<file path="config.mk">
export PLATFORM = sky130hd
export DESIGN_NAME = gmii_tx_monitor
export DESIGN_NICKNAME = d
export VERILOG_FILES = /design/src/rtl/gmii_tx_monitor.sv
export SDC_FILE = /design/constraint.sdc
export NUM_CORES = 1
export LEC_CHECK = 0
export ABC_CLOCK_PERIOD_IN_PS = 2340
export BUFFER_PORTS_ARGS = -buffer_cell sky130_fd_sc_hd__buf_4
export CORE_UTILIZATION = 40
export CTS_BUF_LIST = sky130_fd_sc_hd__clkbuf_4 sky130_fd_sc_hd__clkbuf_8
export DETAILED_ROUTE_END_ITERATION = 10
export PLACE_DENSITY_LB_ADDON = 0.12
export SETUP_SLACK_MARGIN = 0.3
export SLEW_MARGIN = 0
export SYNTH_ARGS = -nofsm -noshare
export SYNTH_HDL_FRONTEND = slang
export SYNTH_SLANG_ARGS = --single-unit
export TNS_END_PERCENT = 20
</file>
<file path="constraint.sdc">
create_clock -name i_clk -period 2.34 [get_ports i_clk]
set_clock_uncertainty 0.05 [all_clocks]
set_input_delay 0.351 -clock i_clk [delete_from_list [all_inputs] [get_ports i_clk]]
set_output_delay 0.351 -clock i_clk [all_outputs]
set_load 0.01 [all_outputs]
</file>
<file path="src/rtl/gmii_tx_monitor.sv">
// Per-port GMII transmit monitor: frame/gap length measurement, error counting, selectable readout.
// Latency: error pulse one cycle after the offending tx_en edge; readout registered, one cycle after port select.
// Backpressure: none, observe-only on tx_en; define TX_MON_MAX_GAP_CHECK_EN to also flag gaps above iv_max_gap.
module gmii_tx_monitor #(
    parameter int PORT_NUM  = 4,
    parameter int CNT_WIDTH = 32,
    parameter int GAP_WIDTH = 8,
    parameter int LEN_WIDTH = 12
) (
    input  logic                 i_clk,
    input  logic                 i_rst_n,
    input  logic [PORT_NUM-1:0]  iv_gmii_tx_en,
    input  logic [GAP_WIDTH-1:0] iv_min_gap,
    input  logic [GAP_WIDTH-1:0] iv_max_gap,
    input  logic [LEN_WIDTH-1:0] iv_expected_len,
    input  logic                 i_stat_clr,
    input  logic [7:0]           iv_port_sel,
    output logic [CNT_WIDTH-1:0] ov_pkt_cnt,
    output logic [CNT_WIDTH-1:0] ov_gap_err_cnt,
    output logic [CNT_WIDTH-1:0] ov_len_err_cnt,
    output logic [GAP_WIDTH-1:0] ov_last_gap,
    output logic [LEN_WIDTH-1:0] ov_last_len,
    output logic [PORT_NUM-1:0]  ov_err_pulse
);

    typedef enum logic [1:0] {
        ST_IDLE  = 2'd0,
        ST_FRAME = 2'd1,
        ST_GAP   = 2'd2
    } state_t;

    function automatic logic [CNT_WIDTH-1:0] sat_cnt(input logic [CNT_WIDTH-1:0] v);
        return (&v) ? v : v + 1'b1;
    endfunction

    function automatic logic [LEN_WIDTH-1:0] sat_len(input logic [LEN_WIDTH-1:0] v);
        return (&v) ? v : v + 1'b1;
    endfunction

    function automatic logic [GAP_WIDTH-1:0] sat_gap(input logic [GAP_WIDTH-1:0] v);
        return (&v) ? v : v + 1'b1;
    endfunction

    state_t               state_q [PORT_NUM];
    state_t               state_d [PORT_NUM];
    logic [LEN_WIDTH-1:0] len_q   [PORT_NUM];
    logic [LEN_WIDTH-1:0] len_d   [PORT_NUM];
    logic [GAP_WIDTH-1:0] gap_q   [PORT_NUM];
    logic [GAP_WIDTH-1:0] gap_d   [PORT_NUM];

    logic [CNT_WIDTH-1:0] pkt_cnt     [PORT_NUM];
    logic [CNT_WIDTH-1:0] gap_err_cnt [PORT_NUM];
    logic [CNT_WIDTH-1:0] len_err_cnt [PORT_NUM];
    logic [GAP_WIDTH-1:0] last_gap    [PORT_NUM];
    logic [LEN_WIDTH-1:0] last_len    [PORT_NUM];

    logic [PORT_NUM-1:0]  pkt_evt;
    logic [PORT_NUM-1:0]  len_err_evt;
    logic [PORT_NUM-1:0]  gap_err_evt;
    logic [PORT_NUM-1:0]  gap_ld;

    logic [CNT_WIDTH-1:0] rd_pkt;
    logic [CNT_WIDTH-1:0] rd_gap_err;
    logic [CNT_WIDTH-1:0] rd_len_err;
    logic [GAP_WIDTH-1:0] rd_last_gap;
    logic [LEN_WIDTH-1:0] rd_last_len;

`ifndef TX_MON_MAX_GAP_CHECK_EN
    logic unused_max_gap;
    assign unused_max_gap = ^iv_max_gap;
`endif

    // Next-state and event decode; thresholds are taken live at the transition cycle.
    always_comb begin
        pkt_evt     = '0;
        len_err_evt = '0;
        gap_err_evt = '0;
        gap_ld      = '0;
        for (int p = 0; p < PORT_NUM; p++) begin
            state_d[p] = state_q[p];
            len_d[p]   = len_q[p];
            gap_d[p]   = gap_q[p];
            case (state_q[p])
                ST_IDLE: begin
                    if (iv_gmii_tx_en[p]) begin
                        state_d[p] = ST_FRAME;
                        len_d[p]   = LEN_WIDTH'(1);
                    end
                end
                ST_FRAME: begin
                    if (iv_gmii_tx_en[p]) begin
                        len_d[p] = sat_len(len_q[p]);
                    end else begin
                        state_d[p]     = ST_GAP;
                        gap_d[p]       = GAP_WIDTH'(1);
                        pkt_evt[p]     = 1'b1;
                        len_err_evt[p] = (iv_expected_len != '0) && (len_q[p] != iv_expected_len);
                    end
                end
                ST_GAP: begin
                    if (!iv_gmii_tx_en[p]) begin
                        gap_d[p] = sat_gap(gap_q[p]);
                    end else begin
                        state_d[p] = ST_FRAME;
                        len_d[p]   = LEN_WIDTH'(1);
                        gap_ld[p]  = 1'b1;
`ifdef TX_MON_MAX_GAP_CHECK_EN
                        gap_err_evt[p] = (gap_q[p] < iv_min_gap) || (gap_q[p] > iv_max_gap);
`else
                        gap_err_evt[p] = (gap_q[p] < iv_min_gap);
`endif
                    end
                end
                default: begin
                    state_d[p] = ST_IDLE;
                end
            endcase
        end
    end

    // Out-of-range selects fall through to zero.
    always_comb begin
        rd_pkt      = '0;
        rd_gap_err  = '0;
        rd_len_err  = '0;
        rd_last_gap = '0;
        rd_last_len = '0;
        for (int p = 0; p < PORT_NUM; p++) begin
            if (iv_port_sel == 8'(p)) begin
                rd_pkt      = pkt_cnt[p];
                rd_gap_err  = gap_err_cnt[p];
                rd_len_err  = len_err_cnt[p];
                rd_last_gap = last_gap[p];
                rd_last_len = last_len[p];
            end
        end
    end

    always_ff @(posedge i_clk or negedge i_rst_n) begin
        if (!i_rst_n) begin
            for (int p = 0; p < PORT_NUM; p++) begin
                state_q[p]     <= ST_IDLE;
                len_q[p]       <= '0;
                gap_q[p]       <= '0;
                pkt_cnt[p]     <= '0;
                gap_err_cnt[p] <= '0;
                len_err_cnt[p] <= '0;
                last_gap[p]    <= '0;
                last_len[p]    <= '0;
            end
            ov_err_pulse <= '0;
        end else begin
            for (int p = 0; p < PORT_NUM; p++) begin
                state_q[p] <= state_d[p];
                len_q[p]   <= len_d[p];
                gap_q[p]   <= gap_d[p];
                // Clear takes priority over any increment or capture in the same cycle.
                if (i_stat_clr) begin
                    pkt_cnt[p]     <= '0;
                    gap_err_cnt[p] <= '0;
                    len_err_cnt[p] <= '0;
                    last_gap[p]    <= '0;
                    last_len[p]    <= '0;
                end else begin
                    if (pkt_evt[p]) begin
                        pkt_cnt[p]  <= sat_cnt(pkt_cnt[p]);
                        last_len[p] <= len_q[p];
                    end
                    if (len_err_evt[p]) begin
                        len_err_cnt[p] <= sat_cnt(len_err_cnt[p]);
                    end
                    if (gap_ld[p]) begin
                        last_gap[p] <= gap_q[p];
                    end
                    if (gap_err_evt[p]) begin
                        gap_err_cnt[p] <= sat_cnt(gap_err_cnt[p]);
                    end
                end
            end
            ov_err_pulse <= len_err_evt | gap_err_evt;
        end
    end

    always_ff @(posedge i_clk or negedge i_rst_n) begin
        if (!i_rst_n) begin
            ov_pkt_cnt     <= '0;
            ov_gap_err_cnt <= '0;
            ov_len_err_cnt <= '0;
            ov_last_gap    <= '0;
            ov_last_len    <= '0;
        end else begin
            ov_pkt_cnt     <= rd_pkt;
            ov_gap_err_cnt <= rd_gap_err;
            ov_len_err_cnt <= rd_len_err;
            ov_last_gap    <= rd_last_gap;
            ov_last_len    <= rd_last_len;
        end
    end

endmodule

</file>
==> results.md, run 1 <==
* Port Buffers at between 150 and 200
* Max-cap viol count at 0
* Hold crit path type: in2reg
* Row count at ~110
* Violated checks: setup timing
* CTS root buf: clkbuf_8
* Most common cell after layout, fill and taps aside: dfrtp_1
* Final std cells w/o fill at 5,508
* Worst slew margin at around two fifths
* Post-Place Worst Slack at -0.570 ns
* Post-Syn Instances at ~3,600
* Post-place instance area at 42,300 sq um
* Startpoint Class: flop
* Final wirelength at 119 mm
* Routed len/inst at 21.5 microns
* Total global routing overflow at 0
* EDFF count, synth at 0
* Crit-path cells: ha_4 > a211o_1 > a31oi_4 > o221ai_4 > or4b_4 > or3_1 > a21oi_1
* Gr busiest metal: met2
* DP HPWL at 82.2 mm
* Required time worst endpoint at a little over 3 ns
* CTS sink cnt at about 670
* Yosys top cell area share at 46.5%
* Total iterations of the first detailed-routing run at 5
* Multi-input logic area at ~21,000 sq um
* FF+latch area at approximately 17,000 sq um
* Post-synth top area cell: dfrtp_1
* DRT iter0 DRCs at roughly 2,600
* CP max-delay cell: or4b_4
* DRC at 0
* Static Leak at about 21 nW
* Clk_lat worst skew at between 0.8 and 0.9 ns
* Crit end category: flop
* Synthesized area at 36,200 sq um
* Die span in x at just over 300 microns
* Post-route ant nets at 0
* Sequential share of the synthesized area at 46.5%
* Outcome: finished with violations
* Final Wtd Congestion at ~0.9
* Most frequent cells in the layout: dfrtp_1 (627), buf_4 (552), nor2_1 (434)
* CP delay by family, top: simple AND/OR/NAND/NOR gates
* Routing usage on met1 at a little under two fifths
* First-pass GRT wire length at 183 mm
* Peak fanout along the critical path at 6
* IO Pins at about 160
* Period utilisation layout at 106%
* Syn nets at ~3,700
* Final hold vios at 0
* CP arrival at ~3.2 ns
* WP buf/inv at 0
* Slew Limit Fails at 0
* Vias per cell at 5.63
* Largest stage delay, worst path at 0.59 ns
* Die height at 303 microns
* Maximum VDD drop at ~0.55 mV
* Syn Area/Cell at around 9.9 sq um
* Area growth syn-to-layout at 34.3%
* Setup CP Type: reg2reg
* Grt met2 use at 40.7%
* Total CTS buffers at approximately 130
* Sum Neg Setup Slack at -0.970 ns
* GRT Total Usage at 25.9%
* Main synth FF type: dfrtp_1
* Initial antenna violation count at 2
* Overall power at 27.0 mW
* Power density cells at roughly 560 nW/um^2
* H-tree levels at 4
* Yosys warning count at 0
* Synth Register Bits at ~670
* Clk slew on worst S/H paths at 0.06 ns
* Fillcell total at about 7,900
* Post-route core utilization at a little over half
* Initial core utilization at just over 40%
* Cell variety after synth at 83
* Async S/R FF share, synth at 100%
* Layout cells sized above 1 at 33.4%
* Worst-margin pin slew at 0.904 ns
* Final nets at approximately 4,300
* Unrepaired setup endpoints after global routing: true
* Via count at between 30,000 and 40,000
* Setup ws final at -0.145 ns
* WHS at approximately 0.075 ns
* Cells after DPL at 5,222
* Clock buffer depth at 3
* Area of the core at 88,900 sq um
* CTS tree: built
* # setup viols final at 21
* Top cells by area, synth: dfrtp_1 (46%), mux4_2 (7.2%), nor2_1 (4.7%), xor2_1 (4.5%), xnor2_1 (4.2%)
* Grt met3 use at 4.10%
* Post-route cell area at ~49,000 sq um
* Die ar. at ~90,000 sq um
* Fmax achieved at between 400 and 500 MHz
* Pin count of the biggest net entering global routing at between 100 and 150
* Vias in the first global route at just over 30,000
* Minimum clock period at 2.49 ns
[routing by layer]
layer  vias up  part of all wire, %
li1      14400                    -
met1     15700                   45
met2       811                   47
met3       179                  5.1
met4         2                  2.5
met5         -                0.011
[state kept, by name, summed over array words and instances (netlist names)]
name,count
state_q,8
ov_pkt_cnt,32
pkt_cnt,128
gap_q,32
len_err_cnt,128
ov_len_err_cnt,32
ov_last_len,12
ov_gap_err_cnt,32
last_gap,32
len_q,48
ov_err_pulse,4
last_len,48
ov_last_gap,8
gap_err_cnt,128
[worst paths after layout]
path | from | endpoint | slack, ns | depth (start not counted)
min in group asynchronous | i_rst_n | len_err_cnt[101] | 0.20 | 3
max in group asynchronous | i_rst_n | gap_err_cnt[15] | 1.43 | 3
min reg2reg | last_gap[14] | last_gap[14] | 0.46 | 2
max | gap_q[10] | gap_err_cnt[55] | -0.15 | 7
max reg2reg | gap_q[10] | gap_err_cnt[55] | -0.15 | 7
min | iv_port_sel[4] | ov_pkt_cnt[18] | 0.07 | 4
[synth_stat cells (all sizes together), types with 48 or more instances]
| library cell | instances |
|---|---|
| nor3 | 94 |
| xnor2 | 172 |
| o21ai | 72 |
| and3 | 199 |
| xor2 | 186 |
| mux4 | 116 |
| and4 | 48 |
| nand4 | 152 |
| nor4 | 100 |
| inv | 55 |
| clkbuf | 168 |
| a21oi | 156 |
| dfrtp | 672 |
| or3 | 62 |
| nand2 | 314 |
| ha | 48 |
| nor2 | 450 |
| nand3 | 195 |
[worst min-delay path: cells and delay by family]
family / cells / cell delay, ns
AND/OR/NAND/NOR: 2 / 0.23
buffers and inverters: 2 / 0.29
[power by group]
group | switching (mW) | internal (mW) | leakage [nW] | total, mW
clock network | 5.31 | 7.00 | 1.43 | 12.3
registers | 0.180 | 11.8 | 9.25 | 12.0
logic | 1.63 | 1.11 | 10.4 | 2.74
total | 7.12 | 19.9 | 21.1 | 27.0
[logic make-up after synthesis]
| kind of cell | after synthesis | share of synthesized area [%] |
|---|---|---|
| compound gates | 340 | 5.72 |
| xor+xnor | 358 | 8.67 |
| fa+ha+maj | 48 | 1.66 |
| buf+inv | 262 | 2.81 |
| flops | 672 | 46.5 |
| mux | 166 | 8.71 |
| simple gates | 1799 | 26.0 |
[final cells by class]
type                       instances  area share, %
tap                             1165           3.00
inverter                          55          0.425
clock inverter                    24          0.371
antenna                            3         0.0154
sequential                       672           34.7
clock buffer                     197           5.22
timing repair buffer             681           12.7
multi-input combinational       2711           43.6
[what timing repair did]
action	CTS	global route
hold endpoints to repair	613	0
buffers inserted	23	18
hold buffers	9	0
cloned	5	7
resized for setup	284	315
endpoints found under the setup margin	325	423
pin swaps	231	315
(Power assumes the default switching activity.)
==> inputs of run 2 (changes only) <==
--- a/config.mk
+++ b/config.mk
@@ -9,8 +9,9 @@
 export BUFFER_PORTS_ARGS = -buffer_cell sky130_fd_sc_hd__buf_4
 export CORE_UTILIZATION = 40
 export CTS_BUF_LIST = sky130_fd_sc_hd__clkbuf_4 sky130_fd_sc_hd__clkbuf_8
+export CTS_CLUSTER_DIAMETER = 40
 export DETAILED_ROUTE_END_ITERATION = 10
-export PLACE_DENSITY_LB_ADDON = 0.12
+export PLACE_DENSITY_LB_ADDON = 0.2
 export SETUP_SLACK_MARGIN = 0.3
 export SLEW_MARGIN = 0
 export SYNTH_ARGS = -nofsm -noshare
==> results.md, run 2 (synthesis results as in run 1) <==
* Layout cells sized above 1 at between 30 and 40%
* Row count at between 100 and 150
* Largest stage delay, worst path at roughly 0.6 ns
* GRT Total Usage at 24.9%
* Setup ws final at -0.184 ns
* CP max-delay cell: or4b_4
* Area of the core at between 80,000 and 90,000 sq um
* Final wirelength at approximately 120 mm
* DRT iter0 DRCs at between 2,000 and 2,500
* Net Sw Power at approximately 7.4 mW
* Crit end category: flop
* Clock buffer depth at 3
* Die height at 303 microns
* Port Buffers at 154
* CTS sink cnt at 672
* Worst slew margin at a little over a third
* CTS tree: built
* Vias per cell at roughly 5.6
* Most common cell after layout, fill and taps aside: dfrtp_1
* Peak fanout along the critical path at 6
* Sw Ratio at roughly a quarter
* Maximum VDD drop at between 0.5 and 0.6 mV
* DRC at 0
* Combinational power share at a little under a tenth
* Initial antenna violation count at 1
* Clk slew on worst S/H paths at approximately 0.060 ns
* Internal at between 20 and 25 mW
* Total iterations of the first detailed-routing run at 5
* First-pass GRT wire length at approximately 180 mm
* Total global routing overflow at 0
* Most frequent cells in the layout: dfrtp_1 (632), buf_4 (536), nor2_1 (435)
* Required time worst endpoint at between 3 and 4 ns
* Post-route ant nets at 0
* Crit-path cells: ha_4 > a211o_1 > a31oi_2 > o221ai_4 > or4b_4 > or4_4 > nand2_2
* Unrepaired setup endpoints after global routing: true
* Minimum clock period at between 2 and 3 ns
* Top Registers: gap_err_cnt x128, len_err_cnt x128, pkt_cnt x128
* Overall power at ~28 mW
* Pin count of the biggest net entering global routing at between 100 and 150
* CP arrival at 3.20 ns
* H-tree levels at 4
* Violated checks: setup timing
* Vias in the first global route at 30,300
* Cells after DPL at ~5,200
* Clk_lat worst skew at 0.81 ns
* Max-cap viol count at 0
* Via count at ~31,000
* Initial core utilization at ~41%
* Area growth syn-to-layout at 35.1%
* CTS root buf: clkbuf_8
* Final std cells w/o fill at about 5,500
* Final hold vios at 0
* Die span in x at approximately 300 microns
* Final Wtd Congestion at between 0.8 and 0.9
* Worst-margin pin slew at ~0.95 ns
* # setup viols final at 24
* Startpoint Class: flop
* Reg power frac at 42.6%
* Power density cells at 575 nW/um^2
* Clock group share of total power at 47.9%
* Outcome: finished with violations
* Fmax achieved at ~400 MHz
* Total CTS buffers at around 140
* DP HPWL at around 80 mm
* Static Leak at ~21 nW
* Period utilisation layout at 108%
* Slew Limit Fails at 0
* Routed len/inst at about 21 microns
* Setup CP Type: reg2reg
* Die ar. at just over 90,000 sq um
* IO Pins at 163
* Final nets at approximately 4,300
* Hold crit path type: in2async
[run 2: timing repair]
item                                   CTS  global route
gates cloned                             5             7
setup endpoints to repair              306           417
hold buffers                            12             0
buffers inserted                        28            39
pin swaps                              282           326
endpoints found under the hold margin  716             0
gates resized for setup                331           283
[run 2: path summary, 6_finish.rpt]
path                            slack, ns                 end  depth (start not counted)             start
worst max-delay path                -0.18     gap_err_cnt[53]                          7         gap_q[10]
worst min-delay path                 0.21     len_err_cnt[85]                          3           i_rst_n
worst max register to register      -0.18     gap_err_cnt[53]                          7         gap_q[10]
worst min register to register       0.47        last_len[17]                          2      last_len[17]
max in group asynchronous            0.76  ov_len_err_cnt[13]                          3           i_rst_n
min in group i_clk                   0.24      len_err_cnt[9]                          7  iv_gmii_tx_en[3]
[run 2: per-layer routing]
metal | track usage (%) | part of all wire [%] | routed length (microns)
met4 | 8.71 | 3.1 | 3600
met5 | 0 | 0 | 0
met1 | 34.5 | 44 | 50800
met3 | 4.10 | 5.4 | 6230
met2 | 39.7 | 47 | 54800
[run 2: power groups by stage]
stage          clock (mW)  sequential, mW  combinational, mW
4_1_cts              13.8            12.0               2.47
6_report             13.5            12.0               2.65
5_1_grt              14.4            12.0               2.87
3_3_place_gp            0            12.2               2.25
3_5_place_dp            0            12.2               2.26
2_1_floorplan           0            12.2               1.11
[run 2: through the flow]
stage	hold slack (ns)	worst slack [ns]	instance area (sq um)	setup TNS (ns)	utilization [%]
2_1_floorplan	0.00541	-0.193	36500	-0.524	-
3_3_place_gp	0.208	-0.422	41800	-26.32	47.0
3_5_place_dp	0.209	-0.431	41800	-30.03	47.0
4_1_cts	0.148	-0.149	47000	-0.707	52.9
5_1_grt	0.191	-0.223	48900	-4.67	55.0
6_report	0.210	-0.184	48900	-1.87	55.0
[run 2: worst max-delay path, delay by kind of cell, from the launching register on]
kind            cells  cell delay [ns]
compound gates      3             0.67
simple gates        3             1.11
fa+ha+maj           1             0.23
flops               1             0.41
[run 2: layout make-up]
cell class	instances	area, sq um
clock buffers	189	2450
multi-input cells	2711	21300
fillers	7745	40000
clock inverters	59	594
inverters	55	206
repair buffers	662	5990
well taps	1165	1460
flip-flops and latches	672	16900
diodes	1	2.50
==> inputs of run 3 (changes only) <==
--- a/config.mk
+++ b/config.mk
@@ -7,7 +7,9 @@
 export LEC_CHECK = 0
 export ABC_CLOCK_PERIOD_IN_PS = 2340
 export BUFFER_PORTS_ARGS = -buffer_cell sky130_fd_sc_hd__buf_4
-export CORE_UTILIZATION = 40
+export CELL_PAD_IN_SITES_DETAIL_PLACEMENT = 1
+export CELL_PAD_IN_SITES_GLOBAL_PLACEMENT = 2
+export CORE_UTILIZATION = 38
 export CTS_BUF_LIST = sky130_fd_sc_hd__clkbuf_4 sky130_fd_sc_hd__clkbuf_8
 export CTS_CLUSTER_DIAMETER = 40
 export DETAILED_ROUTE_END_ITERATION = 10
==> results.md, run 3 (synthesis results as in run 1) <==
* Outcome: finished with violations
* Violated checks: setup timing
* Fmax achieved at 393 MHz
* Total iterations of the first detailed-routing run at 5
* Power density cells at approximately 590 nW/um^2
* IO Pins at 163
* Static Leak at ~22 nW
* First-pass GRT wire length at ~200 mm
* Top Registers: gap_err_cnt x128, len_err_cnt x128, pkt_cnt x128
* WHS at between 0.06 and 0.07 ns
* HP Start: iv_port_sel[4]
* Final Wtd Congestion at 0.835
* CTS root buf: clkbuf_8
* Total global routing overflow at 0
* DRC at 0
* Initial core utilization at between 30% and 40%
* Port Buffers at ~150
* Maximum VDD drop at about 0.46 mV
* Setup CP Type: reg2reg
* Post-route ant nets at 0
* Hold path endpoint: ov_pkt_cnt[1]
* DP HPWL at roughly 89 mm
* Area growth syn-to-layout at 37.3%
* CP max-delay cell: dfrtp_1
* Vias per cell at 5.61
* Reg2reg start: gap_q[2]
* Hold crit path type: in2reg
* Met2 WL at roughly 62 mm
* Largest stage delay, worst path at 0.42 ns
* Die span in x at between 300 and 400 microns
* CTS tree: built
* Startpoint Class: flop
* DRT iter0 DRCs at ~1,800
* Clock buffer depth at 3
* Final wirelength at ~130 mm
* Detail Route met3 WL at approximately 5.5 mm
* Clk_lat worst skew at 0.84 ns
* Routed len/inst at 23.0 microns
* Post-Place Worst Slack at -0.513 ns
* Max layer used: met5
* Flop-to-flop setup slack at -0.21 ns
* Row count at ~110
* Crit end category: flop
* Setup ws final at -0.207 ns
* Crit-path cells: ha_4 > a211o_1 > a31oi_4 > o221ai_4 > buf_6 > buf_16 > buf_8 > buf_4 > nor3_4 > xnor2_1 > nor2_1
* Via count at 31,800
* Slew Limit Fails at 0
* Worst-margin pin slew at between 0.9 and 1 ns
* H-tree levels at 4
* Die height at 311 microns
* FF-to-FF path depth at 11
* Max-cap viol count at 0
* Final nets at approximately 4,400
* Most common cell after layout, fill and taps aside: dfrtp_1
* Die ar. at approximately 96,000 sq um
* Final hold vios at 0
* Total CTS buffers at 144
* WP buf/inv at 4
* Clk slew on worst S/H paths at about 0.06 ns
* Layout cells sized above 1 at about a third
* CTS sink cnt at ~670
* CP arrival at about 3.2 ns
* Most frequent cells in the layout: dfrtp_1 (627), buf_4 (573), nor2_1 (435)
* Worst slew margin at roughly 40%
* Initial antenna violation count at 6
* Cells after DPL at 5,304
* Vias in the first global route at 33,700
* Overall power at roughly 30 mW
* Unrepaired setup endpoints after global routing: true
* Final std cells w/o fill at about 5,700
* Sum Neg Setup Slack at -3.94 ns
* Reg2reg end: gap_err_cnt[11]
* # setup viols final at 48
* Minimum clock period at 2.55 ns
* GRT Total Usage at a little over a quarter
* Required time worst endpoint at slightly below 3 ns
* M1 wire length at 58.6 mm
* Pin count of the biggest net entering global routing at between 100 and 150
* Peak fanout along the critical path at 6
* CP delay by family, top: compound AO/OA/AOI/OAI gates
* Hold Path Cell Cnt at 4
* Period utilisation layout at 109%
* Area of the core at ~94,000 sq um
## run 3: cell types whose count changed in the layout (fill, tap and decap cells not counted), sizes merged
cell and change:
dlygate4sd3 -5, diode +1, inv -1, bufinv +4, clkinv -10, buf +53
clkbuf +14
## run 3: metrics by stage
step	cell area [sq um]	utilization, %
3_5_place_dp	42300	45.1
6_report	49700	53.0
2_1_floorplan	36500	-
3_3_place_gp	42300	45.1
5_1_grt	49700	53.0
4_1_cts	47900	51.1
## run 3: final cells by class
type                       count  area, sq um
inverter                      55          206
tap                         1254         1570
multi-input combinational   2711        21300
clock buffer                 206         2660
timing repair buffer         707         6380
clock inverter                52          644
sequential                   672        16900
antenna                        2         5.00
fill                       10100        44100
## run 3: report_power, final
part           switching, mW  total, mW  internal [mW]
combinational           1.69       2.82           1.13
clock                   5.85       14.6           8.79
sequential             0.180       12.0           11.8
## run 3: worst max-delay path by stage
stage | startpoint | end | slack [ns] | depth (start not counted)
2_1_floorplan | gap_q[10] | gap_err_cnt[53] | -0.19 | 8
3_3_place_gp | iv_min_gap[2] | gap_err_cnt[53] | -0.47 | 10
3_5_place_dp | iv_min_gap[2] | gap_err_cnt[23] | -0.51 | 11
4_1_cts | gap_q[10] | gap_err_cnt[53] | -0.23 | 8
5_1_grt | gap_q[10] | gap_err_cnt[53] | -0.28 | 9
6_report | gap_q[2] | gap_err_cnt[11] | -0.21 | 11
## run 3: layer usage
metal	track usage (%)	vias to the layer above
li1	-	14400
met1	36.6	16400
met2	42.9	658
met3	4.49	228
met4	9.70	4
met5	0	-
## run 3: worst register-to-register path, delay by kind of cell, from the launching register on
kind	cells	cell delay [ns]
compound gates	3	0.76
xor+xnor	1	0.16
fa+ha+maj	1	0.23
buf+inv	4	0.62
flops	1	0.42
simple gates	2	0.18
## run 3: repair_timing
action                                  CTS  global route
hold buffers                              7             0
setup buffers                            38            39
cloned                                    8             3
hold endpoints to repair                717             0
endpoints found under the setup margin  375           429
pin swaps                               192           264
resized for setup                       341           300
